==> src/rtl/arb_pkg.sv <==
// Shared types and constants for the two-CPU RAM bus arbiter.
// Pure declarations, so there is no latency.
// No flow control of its own; it only describes the request classes and RAM status codes.
package arb_pkg;

    localparam int WORD_W = 32;

    typedef logic [WORD_W-1:0] word_t;

    // RAM status as reported by the memory controller
    typedef enum logic [1:0] {
        FREE   = 2'd0,
        BUSY   = 2'd1,
        ACCESS = 2'd2,
        ERROR  = 2'd3
    } ramstate_t;

    typedef enum logic {
        IDLE  = 1'b0,
        SERVE = 1'b1
    } arb_state_t;

    // Request class, ordered so that a larger value means higher priority
    typedef enum logic [1:0] {
        NONE   = 2'd0,
        IREAD  = 2'd1,
        DREAD  = 2'd2,
        DWRITE = 2'd3
    } req_t;

    // Highest-priority class for one CPU; a write wins over a simultaneous data read
    function automatic req_t classify(input logic iren, input logic dren, input logic dwen);
        if (dwen)      return DWRITE;
        else if (dren) return DREAD;
        else if (iren) return IREAD;
        else           return NONE;
    endfunction

endpackage

==> src/rtl/arb_prio_sel.sv <==
// Picks the next RAM owner: round-robin between the two CPUs, fixed class priority inside a CPU.
// Purely combinational, zero latency.
// No backpressure; the caller samples the pick only when it is ready to grant.
module arb_prio_sel
    import arb_pkg::*;
(
    input  logic [1:0] iren,
    input  logic [1:0] dren,
    input  logic [1:0] dwen,
    input  logic       rr_ptr,
    output logic       valid,
    output logic       cpu,
    output req_t       cls
);

    req_t c0;
    req_t c1;
    req_t c_pref;
    req_t c_other;

    // Favour the CPU named by rr_ptr; fall back to the other one only if it is silent
    always_comb begin
        c0      = classify(iren[0], dren[0], dwen[0]);
        c1      = classify(iren[1], dren[1], dwen[1]);
        c_pref  = rr_ptr ? c1 : c0;
        c_other = rr_ptr ? c0 : c1;
        valid   = 1'b1;
        cpu     = rr_ptr;
        cls     = c_pref;
        if (c_pref == NONE) begin
            cpu   = ~rr_ptr;
            cls   = c_other;
            valid = (c_other != NONE);
        end
    end

endmodule

==> src/rtl/ram_bus_arbiter.sv <==
// Shares one RAM port between the instruction and data sides of two CPUs; optional counters under ARB_STATS_EN.
// Latency: one IDLE arbitration cycle, then SERVE until RAM reports ACCESS (minimum 2 cycles to wait low).
// Backpressure: requesters stall on iwait/dwait until their single-cycle completion pulse; RAM stalls via ramstate.
module ram_bus_arbiter
    import arb_pkg::*;
#(
    parameter int CPUS    = 2,
    parameter int WORD_W  = arb_pkg::WORD_W,
    parameter int RR_INIT = 0
) (
    input  logic                          CLK,
    input  logic                          RST,
    input  logic [CPUS-1:0]               iREN,
    input  logic [CPUS-1:0]               dREN,
    input  logic [CPUS-1:0]               dWEN,
    input  logic [CPUS-1:0][WORD_W-1:0]   iaddr,
    input  logic [CPUS-1:0][WORD_W-1:0]   daddr,
    input  logic [CPUS-1:0][WORD_W-1:0]   dstore,
    output logic [CPUS-1:0]               iwait,
    output logic [CPUS-1:0]               dwait,
    output logic [CPUS-1:0][WORD_W-1:0]   iload,
    output logic [CPUS-1:0][WORD_W-1:0]   dload,
    output logic [WORD_W-1:0]             ramaddr,
    output logic [WORD_W-1:0]             ramstore,
    output logic                          ramREN,
    output logic                          ramWEN,
    input  logic [WORD_W-1:0]             ramload,
    input  logic [1:0]                    ramstate
`ifdef ARB_STATS_EN
    ,
    output logic [CPUS-1:0][WORD_W-1:0]   grant_cnt,
    output logic [WORD_W-1:0]             conflict_cnt
`endif
);

    arb_state_t state;
    logic       rr_ptr;
    logic       own_cpu;
    req_t       own_cls;

    logic       sel_vld;
    logic       sel_cpu;
    req_t       sel_cls;

    logic       own_live;
    logic       serving;
    logic       done;

    arb_prio_sel u_sel (
        .iren   (iREN),
        .dren   (dREN),
        .dwen   (dWEN),
        .rr_ptr (rr_ptr),
        .valid  (sel_vld),
        .cpu    (sel_cpu),
        .cls    (sel_cls)
    );

    // The owner keeps its grant only while the request it was granted for is still raised
    always_comb begin
        case (own_cls)
            IREAD:   own_live = iREN[own_cpu];
            DREAD:   own_live = dREN[own_cpu];
            DWRITE:  own_live = dWEN[own_cpu];
            default: own_live = 1'b0;
        endcase
    end

    assign serving = (state == SERVE) && own_live;
    assign done    = serving && (ramstate_t'(ramstate) == ACCESS);

    // RAM port muxing and wait generation; an ERROR status simply keeps the access pending
    always_comb begin
        ramREN   = serving && (own_cls != DWRITE);
        ramWEN   = serving && (own_cls == DWRITE);
        ramaddr  = '0;
        ramstore = '0;
        if (state == SERVE) begin
            ramaddr  = (own_cls == IREAD) ? iaddr[own_cpu] : daddr[own_cpu];
            ramstore = dstore[own_cpu];
        end
        iwait = '1;
        dwait = '1;
        if (done) begin
            if (own_cls == IREAD) iwait[own_cpu] = 1'b0;
            else                  dwait[own_cpu] = 1'b0;
        end
    end

    // Read data is broadcast; only the owner's wait pulse tells it the data is valid
    assign iload = {CPUS{ramload}};
    assign dload = {CPUS{ramload}};

    // Grant FSM: latch one owner in IDLE, hold it until completion or abort
    always_ff @(posedge CLK or posedge RST) begin
        if (RST) begin
            state   <= IDLE;
            rr_ptr  <= RR_INIT[0];
            own_cpu <= 1'b0;
            own_cls <= NONE;
        end else begin
            case (state)
                IDLE: begin
                    if (sel_vld) begin
                        own_cpu <= sel_cpu;
                        own_cls <= sel_cls;
                        state   <= SERVE;
                    end
                end
                SERVE: begin
                    if (!own_live) begin
                        // abort: priority stays where it was
                        state   <= IDLE;
                        own_cls <= NONE;
                    end else if (done) begin
                        state   <= IDLE;
                        own_cls <= NONE;
                        rr_ptr  <= ~own_cpu;
                    end
                end
                default: state <= IDLE;
            endcase
        end
    end

`ifdef ARB_STATS_EN
    logic [CPUS-1:0] any_req;
    assign any_req = iREN | dREN | dWEN;

    // Completed-grant and contention counters, free-running with natural wrap
    always_ff @(posedge CLK or posedge RST) begin
        if (RST) begin
            grant_cnt    <= '0;
            conflict_cnt <= '0;
        end else begin
            if (done)
                grant_cnt[own_cpu] <= grant_cnt[own_cpu] + 1'b1;
            if ((state == IDLE) && (&any_req))
                conflict_cnt <= conflict_cnt + 1'b1;
        end
    end
`endif

endmodule

==> config.mk <==
export PLATFORM = sky130hd
export DESIGN_NAME = ram_bus_arbiter
export DESIGN_NICKNAME = d
export VERILOG_FILES = /design/src/rtl/arb_pkg.sv /design/src/rtl/arb_prio_sel.sv /design/src/rtl/ram_bus_arbiter.sv
export SDC_FILE = /design/constraint.sdc
export NUM_CORES = 1
export LEC_CHECK = 0
export CAP_MARGIN = 15
export CORE_AREA = 2 2 170 172
export DETAILED_ROUTE_END_ITERATION = 7
export DIE_AREA = 0 0 172 174
export HOLD_SLACK_MARGIN = 0.12
export PLACE_DENSITY = 0.42
export SLEW_MARGIN = 20
export SYNTH_ARGS = -nofsm -noshare
export SYNTH_HDL_FRONTEND = slang
export SYNTH_SLANG_ARGS = --single-unit
==> constraint.sdc <==
create_clock -name CLK -period 2.9 [get_ports CLK]
set_input_delay 0.725 -clock CLK [delete_from_list [all_inputs] [get_ports CLK]]
set_output_delay 0.725 -clock CLK [all_outputs]
set_load 0.02 [all_outputs]
**Word-level counts from Yosys, hierarchy flattened**

Cells that the tools add are included.

- Register bits: 5
- Input bits: 234
- Word-level logic and storage cells: 68
- Output and inout bits: 198

- Reduce and logical (&&, ||, !) cells: 10
- Equal/unequal tests: 7
- Mux-type cells: 41
- Bitwise operators: 4
- Order comparisons: 2

Operator list:

| kind | number |
|---|---|
| two-way mux 32 bit | 9 |
| two-way mux 2 bit | 14 |
| two-way mux 1 bit | 14 |
| == test 2 bit, second input constant | 3 |
| logical AND 1 bit | 5 |
| != test 2 bit, second input constant | 2 |
| case mux 2 bit (2 select lines) | 1 |
| AND reduction 2 bit | 2 |
| != test 3 x 2 -> 1 bit, second input constant | 1 |
| NOT 1 bit | 3 |
| case mux 1 bit (3 select lines) | 1 |
| AND reduction 3 bit | 1 |
| == test 2 x 1 -> 1 bit, second input constant | 1 |
| logical NOT 2 bit | 1 |
| less-than comparator 1 x 2 -> 1 bit, second input constant | 1 |
| NOT 2 bit | 1 |
| case mux 1 bit (2 select lines) | 1 |
| nonzero test 2 bit | 1 |
| demux 1 bit (select 1 bit) | 1 |
| greater-or-equal comparator 1 bit, second input constant | 1 |

**Longest topological paths before layout**

Gate-level depths: netlist (run 1).

- Word-level depth: 8
- Mapped depth: 6
- Gate-level depth less buffers: 4

**Hierarchy**

Synthesis (run 1) repeated with hierarchy kept, for this count alone.

- Cells, all modules: 333
- Area, all modules: 2891.5 sq um

Modules (own cells, without submodules):

| module | cells each | times used | sequential area each (sq um) | area each (sq um) |
|---|---|---|---|---|
| ram_bus_arbiter | 317 | 1 | 125.1 | 2793.9 |
| arb_prio_sel | 16 | 1 | 0.0 | 97.6 |

**Worst setup path before layout (run 1)**

OpenSTA, ideal clock, no wires.

- Path type: input -> output
- From: input dWEN[1]
- To: output iwait[1]
- Data required time: 2.175 ns
- Slack: 0.656 ns
- Data arrival time: 1.519 ns
- Cell stages on the path: 3
- Path through: mux2i_1 -> o22ai_2 -> o2111ai_1

- Cells in the longest elaborated chain, start to end: 6

RTL lines:

| what | RTL line | text |
|---|---|---|
| start: declaration | ram_bus_arbiter.sv:15 | `input logic [CPUS-1:0] dWEN,` |
| two-way mux 1 bit (implied by the code) (2 in series) | ram_bus_arbiter.sv:64 | `DWRITE: own_live = dWEN[own_cpu];` |
| case mux 1 bit (3 select lines) | ram_bus_arbiter.sv:61 | `case (own_cls)` |
| logical AND 1 bit | ram_bus_arbiter.sv:69 | `assign serving = (state == SERVE) && own_live;` |
| logical AND 1 bit | ram_bus_arbiter.sv:70 | `assign done = serving && (ramstate_t'(ramstate) == ACCESS);` |
| two-way mux 2 bit | ram_bus_arbiter.sv:84 | `if (done) begin` |
| end: declaration | ram_bus_arbiter.sv:19 | `output logic [CPUS-1:0] iwait,` |

Every way passes these cells. The select of a mux whose other input is x is not followed.

**Worst setup path after layout (run 1)**

- From: register own_cpu
- To: output ramstore[18]

- Cells in the longest elaborated chain, start to end: 3

RTL lines:

| what | RTL line | text |
|---|---|---|
| start: declaration | ram_bus_arbiter.sv:38 | `logic own_cpu;` |
| start signal: assignment | ram_bus_arbiter.sv:105 | `own_cpu <= sel_cpu;` |
| two-way mux 32 bit (implied by the code) (2 in series) | ram_bus_arbiter.sv:80 | `ramstore = dstore[own_cpu];` |
| two-way mux 32 bit | ram_bus_arbiter.sv:78 | `if (state == SERVE) begin` |
| end: declaration | ram_bus_arbiter.sv:24 | `output logic [WORD_W-1:0] ramstore,` |

Every way passes these cells. The select of a mux whose other input is x is not followed.

==> results of run 1 <==
==> logic make-up (layout without fill, tap and decap cells) <==
family / after synthesis / in the layout / synth area share [%]
flops: 5 / 5 / 4.205
mux: 68 / 68 / 36.33
compound gates: 20 / 20 / 4.584
simple gates: 85 / 85 / 17.45
buf+inv: 152 / 301 / 37.43
==> metal layers <==
metal | wire, µm | vias up | track usage (%)
li1 | - | 1314 | -
met1 | 4907 | 1315 | 8.890
met2 | 6902 | 160 | 15.71
met3 | 1462 | 31 | 2.846
met4 | 216 | 0 | 1.996
met5 | 0 | - | 0
==> final timing paths <==
check | end | cells past startpoint | slack, ns
max in group asynchronous | own_cpu | 2 | 1.99
min reg2reg | own_cpu | 2 | 0.62
min in group asynchronous | own_cls[1] | 2 | 0.72
min | own_cpu | 2 | 0.62
max | ramstore[18] | 5 | 0.04
max reg2reg | own_cls[1] | 4 | 1.32
==> area by class of cell <==
| cell class | count | area [µm²] |
|---|---|---|
| inverter | 4 | 15.01 |
| tap | 384 | 480.5 |
| multi-input combinational | 173 | 1763 |
| fill | 3182 | 22860 |
| timing repair buffer | 293 | 2914 |
| sequential | 5 | 130.1 |
| clock buffer | 4 | 78.83 |
==> flip-flops by register name, summed over array words and instances (netlist names) <==
register,flops
own_cls,2
own_cpu,1
rr_ptr,1
state,1
==> layout by cell type, fill, tap and decap left out, types with 2 or more instances in the layout <==
cell type / n
buf_4: 18
mux4_2: 32
dlymetal6s2s_1: 5
nand2b_1: 4
and2_1: 33
nor2_1: 3
nor3_1: 2
buf_16: 2
dlygate4sd2_1: 38
a21oi_1: 4
clkbuf_16: 3
clkdlybuf4s15_1: 4
nor2b_1: 32
dfrtp_1: 3
buf_12: 3
mux2i_1: 35
inv_1: 4
clkdlybuf4s50_1: 219
o21ai_0: 6
==> through the flow <==
| step | std cells | area, µm² | setup WS [ns] |
|---|---|---|---|
| after floorplan | 330 | 2975 | 0.6561 |
| after global placement | 857 | 5270 | -0.3949 |
| after detailed placement | 857 | 5270 | -0.3968 |
| after CTS | 862 | 5361 | -0.01408 |
| after global routing | 863 | 5381 | -0.004645 |
| final | 863 | 5381 | 0.04325 |
==> timing repair <==
| action | in CTS | in global routing |
|---|---|---|
| resized for setup | 55 | 13 |
| endpoints found under the hold margin | 0 | 0 |
| cloned | 1 | 0 |
| pin swaps | 5 | 1 |
| setup endpoints to repair | 49 | 31 |
| setup buffers | 1 | 1 |
==> where the power goes <==
group          switching (mW)  internal, mW  total (mW)
Clock                  0.0425         0.182       0.224
Sequential             0.0955         0.112       0.207
Combinational            1.64          1.81        3.45
Total                    1.78          2.10        3.88
==> critical path, cell delays in order, from the launching register on <==
cell	delay, ns
dfrtp_4	0.57
buf_16	0.21
buf_4	0.18
mux2i_1	0.11
nor2b_1	0.18
clkdlybuf4s50_1	0.65
==> results.ini, run 1 <==
[synthesis]
async_flop_share_pct=100.0
ys_warn_count=0
ys_ff_latch=5
ys_types=32
synth-main-ff-cell=dfrtp_1
syn_avg_cell_area_um2=9.016
synth_nets=564
synth.most_common_cell=buf_4
synth_edf_count=0
yosys.area.top_type_share_pct=33.81
synth_area_um2=2975
synth_area_leaders=buf_4, mux4_2, mux2i_1, and2_1, nor2b_1
syn_inst=330
synth_common_cells=buf_4, mux2i_1, and2_1
ys_seq_area_share_pct=4.205
synth_top_area_cell=buf_4

[pwr]
total_power_mw=3.879
power_density_nw_per_um2=720.8
p_leak_nw=2.165
ir_drop_mv=0.2568

[grt]
grt_overflow=0
track_usage_pct=8.378
first_global_vias=3154
grt_pass1_wl_mm=19.05
antenna_found_initial=0
grt_max_degree=36

[worst_setup_path]
start_kind=register
worstSetupStartpoint=own_cpu
required_ns=2.17
worstPathArrival_ns=2.13
timing.rr.start=own_cpu
worstSetupPathType=reg2out
crit_fanout=14
cp-end-kind=output port

[worst_hold_path]
worstHoldStart=rr_ptr
hold_class=reg2reg

[floorplanning]
core_area_um2=28240
rows=62
dieWidth_um=172
ios=432
die-area_um2=29930
start_util_pct=10.54
die_y_um=174

[sta]
fin_worst_skew_ns=0.002886
slew_headroom_pct=73.71
rsz0062_at_grt=yes
holdWs_ns=0.6248
finalCritPeriodShare_pct=98.51
tns_ns=0
setup_violations=0
tightestPinTransition_ns=0.3935
maxSlewViolCount=0
fmax_mhz=350.0
period_minus_slack_ns=2.857
hold_viol=0

[clock_network]
cts_sinks=5
root_buffer=clkbuf_16
holdBufCountCts=0
path_clk_slew_ns=0.03
insertion_delay_ns=0.23
numCtsBuffers=3
cts_max_path_buffers=2
tritoncts=built
cts.htree.levels=1

[layout]
final_layout_size_suffix_gt1_share_pct=15.03
area_growth_pct=80.87
num-nets-final=714
finish.utilization_pct=19.06
antennaDiodeCount=0

[placed_design]
io_buffer_count=271
dp_hpwl_mm=11.23
gp_congestion=0.7117

[drt]
route.vias.total=2820
drt-pass1-iter-count=4
drt_iter0_markers=81
drc=0
post_drt_wl_per_cell_um=15.63
wirelength_mm=13.49
vias_per_cell=3.268
ant_nets=0

[run_status]
status=finished clean

[flow_run]
max_cap_violations=0

(Power assumes the default switching activity.)
==> inputs of run 2 (changes only) <==
Settings changed: CTS_CLUSTER_DIAMETER from default to 100.
==> results of run 2 <==
Final layout, timing and power as in run 1 (identical DEF).
==> variant, RTL diff (config.mk and constraints of run 1) <==
Change the package constant `WORD_W` from 32 to 16.
--- a/src/rtl/arb_pkg.sv
+++ b/src/rtl/arb_pkg.sv
@@ -4,5 +4,5 @@
 package arb_pkg;
 
-    localparam int WORD_W = 32;
+    localparam int WORD_W = 16;
 
     typedef logic [WORD_W-1:0] word_t;
Ports: changed (8 resized); port bits go from 432 to 224. No check against the original RTL was run, so the function may have changed too.
==> variant against run 1 <==
Routed wire length is 46% lower; die area is the same; setup slack worse by 10 ps; hold slack improved by 7.0 ps; cell area down 38%; synthesized area shrank 41%; sequential cell count stayed put; count of clock-buffer cells in the layout unchanged; largest cell class unchanged; largest power group unchanged; total power fell by 41%; core utilization decreased by 7.2 points.
==> variant: results (changes against run 1) <==
| Metric | Value |
|---|---|
| Status | `complete, no violations (unchanged)` |
| Routed vias | `1,693 (was 2,820)` |
| Final Net Count | `404 (was 714)` |
| Wl on met1 | `2940 um (was 4910 um)` |
| Worst Setup EP | `ramaddr[11] (was ramstore[18])` |
| Seq power | `0.184 mW (was 0.207 mW)` |
| Seq/Total Area, Yosys | `7.08% (was 4.21%)` |
| # port buffers | `143 (was 271)` |
| Buffers, non-clock | `159 (was 293)` |
| DP Wirelength | `6040 um (was 11,200 um)` |
| Synth cell count leaders | `64 x buf_4, 20 x mux2i_1, 17 x and2_1 (was 134 x buf_4, 36 x mux2i_1, 33 x and2_1)` |
| Cell variety after synth | `36 (was 32)` |
| Worst R2R Path Depth | `5 (was 4)` |
| Critical Path Start | `iaddr[27] (was own_cpu$_DFFE_PP0P_)` |
| Met2 Wirelength | `3510 um (was 6900 um)` |
| Slew headroom | `72.2% (was 73.7%)` |
| Area contributors post-synth | `buf_4 27%, mux4_2 11%, mux2i_1 11% (was buf_4 34%, mux4_2 24%, mux2i_1 12%)` |
| Wirelength per Cell | `11.0 um (was 15.6 um)` |
| Fraction of area in multi-input gates | `32.5% (was 32.8%)` |
| WL met3 | `780 um (was 1460 um)` |
| Gates resized, CTS repair | `44 (was 55)` |
| Area post-placement | `3270 um2 (was 5270 um2)` |
| Total Routing Usage GR | `4.37% (was 8.38%)` |
| Synth Net Count | `315 (was 564)` |
| Grt met3 use | `0.911% (was 2.85%)` |
| Clock skew | `0.0759 ps (was 2.89 ps)` |
| 1st-pass router iterations | `3 (was 4)` |
| Layout cells sized above 1 | `16.0% (was 15.0%)` |
| Grt met2 use | `8.23% (was 15.7%)` |
| Vias in the first global route | `1,823 (was 3,154)` |
-- variant: cell types whose count changed after synthesis, moves of 2 or more --
cell,before,now
and2_1,33,17
mux4_1,0,7
mux2i_1,36,20
buf_4,134,64
nor2b_1,32,16
clkbuf_1,7,4
buf_6,5,3
buf_8,0,2
mux4_2,32,9
-- variant: per-stage QoR --
stage / setup WS, ps / hold WS [ps] / cells
finish: 32.9 / 632 / 665
global route: -7.70 / 664 / 665
CTS: -111 / 639 / 665
detailed placement: -466 / 633 / 661
global placement: -463 / 642 / 661
floorplan: 656 / 504 / 193
-- variant: cell families (layout without fill, tap and decap cells) --
logic type / after synthesis / count (layout) / share of synthesized area (%)
flops: 5 / 5 / 7.08
mux: 36 / 36 / 33.2
buf+inv: 79 / 167 / 33.1
simple gates: 53 / 53 / 18.9
compound gates: 20 / 20 / 7.72
-- variant: critical path: stages --
cell and delay, ps:
clkdlybuf4s50_1 450, mux4_1 500, and2_1 160, clkdlybuf4s15_1 300
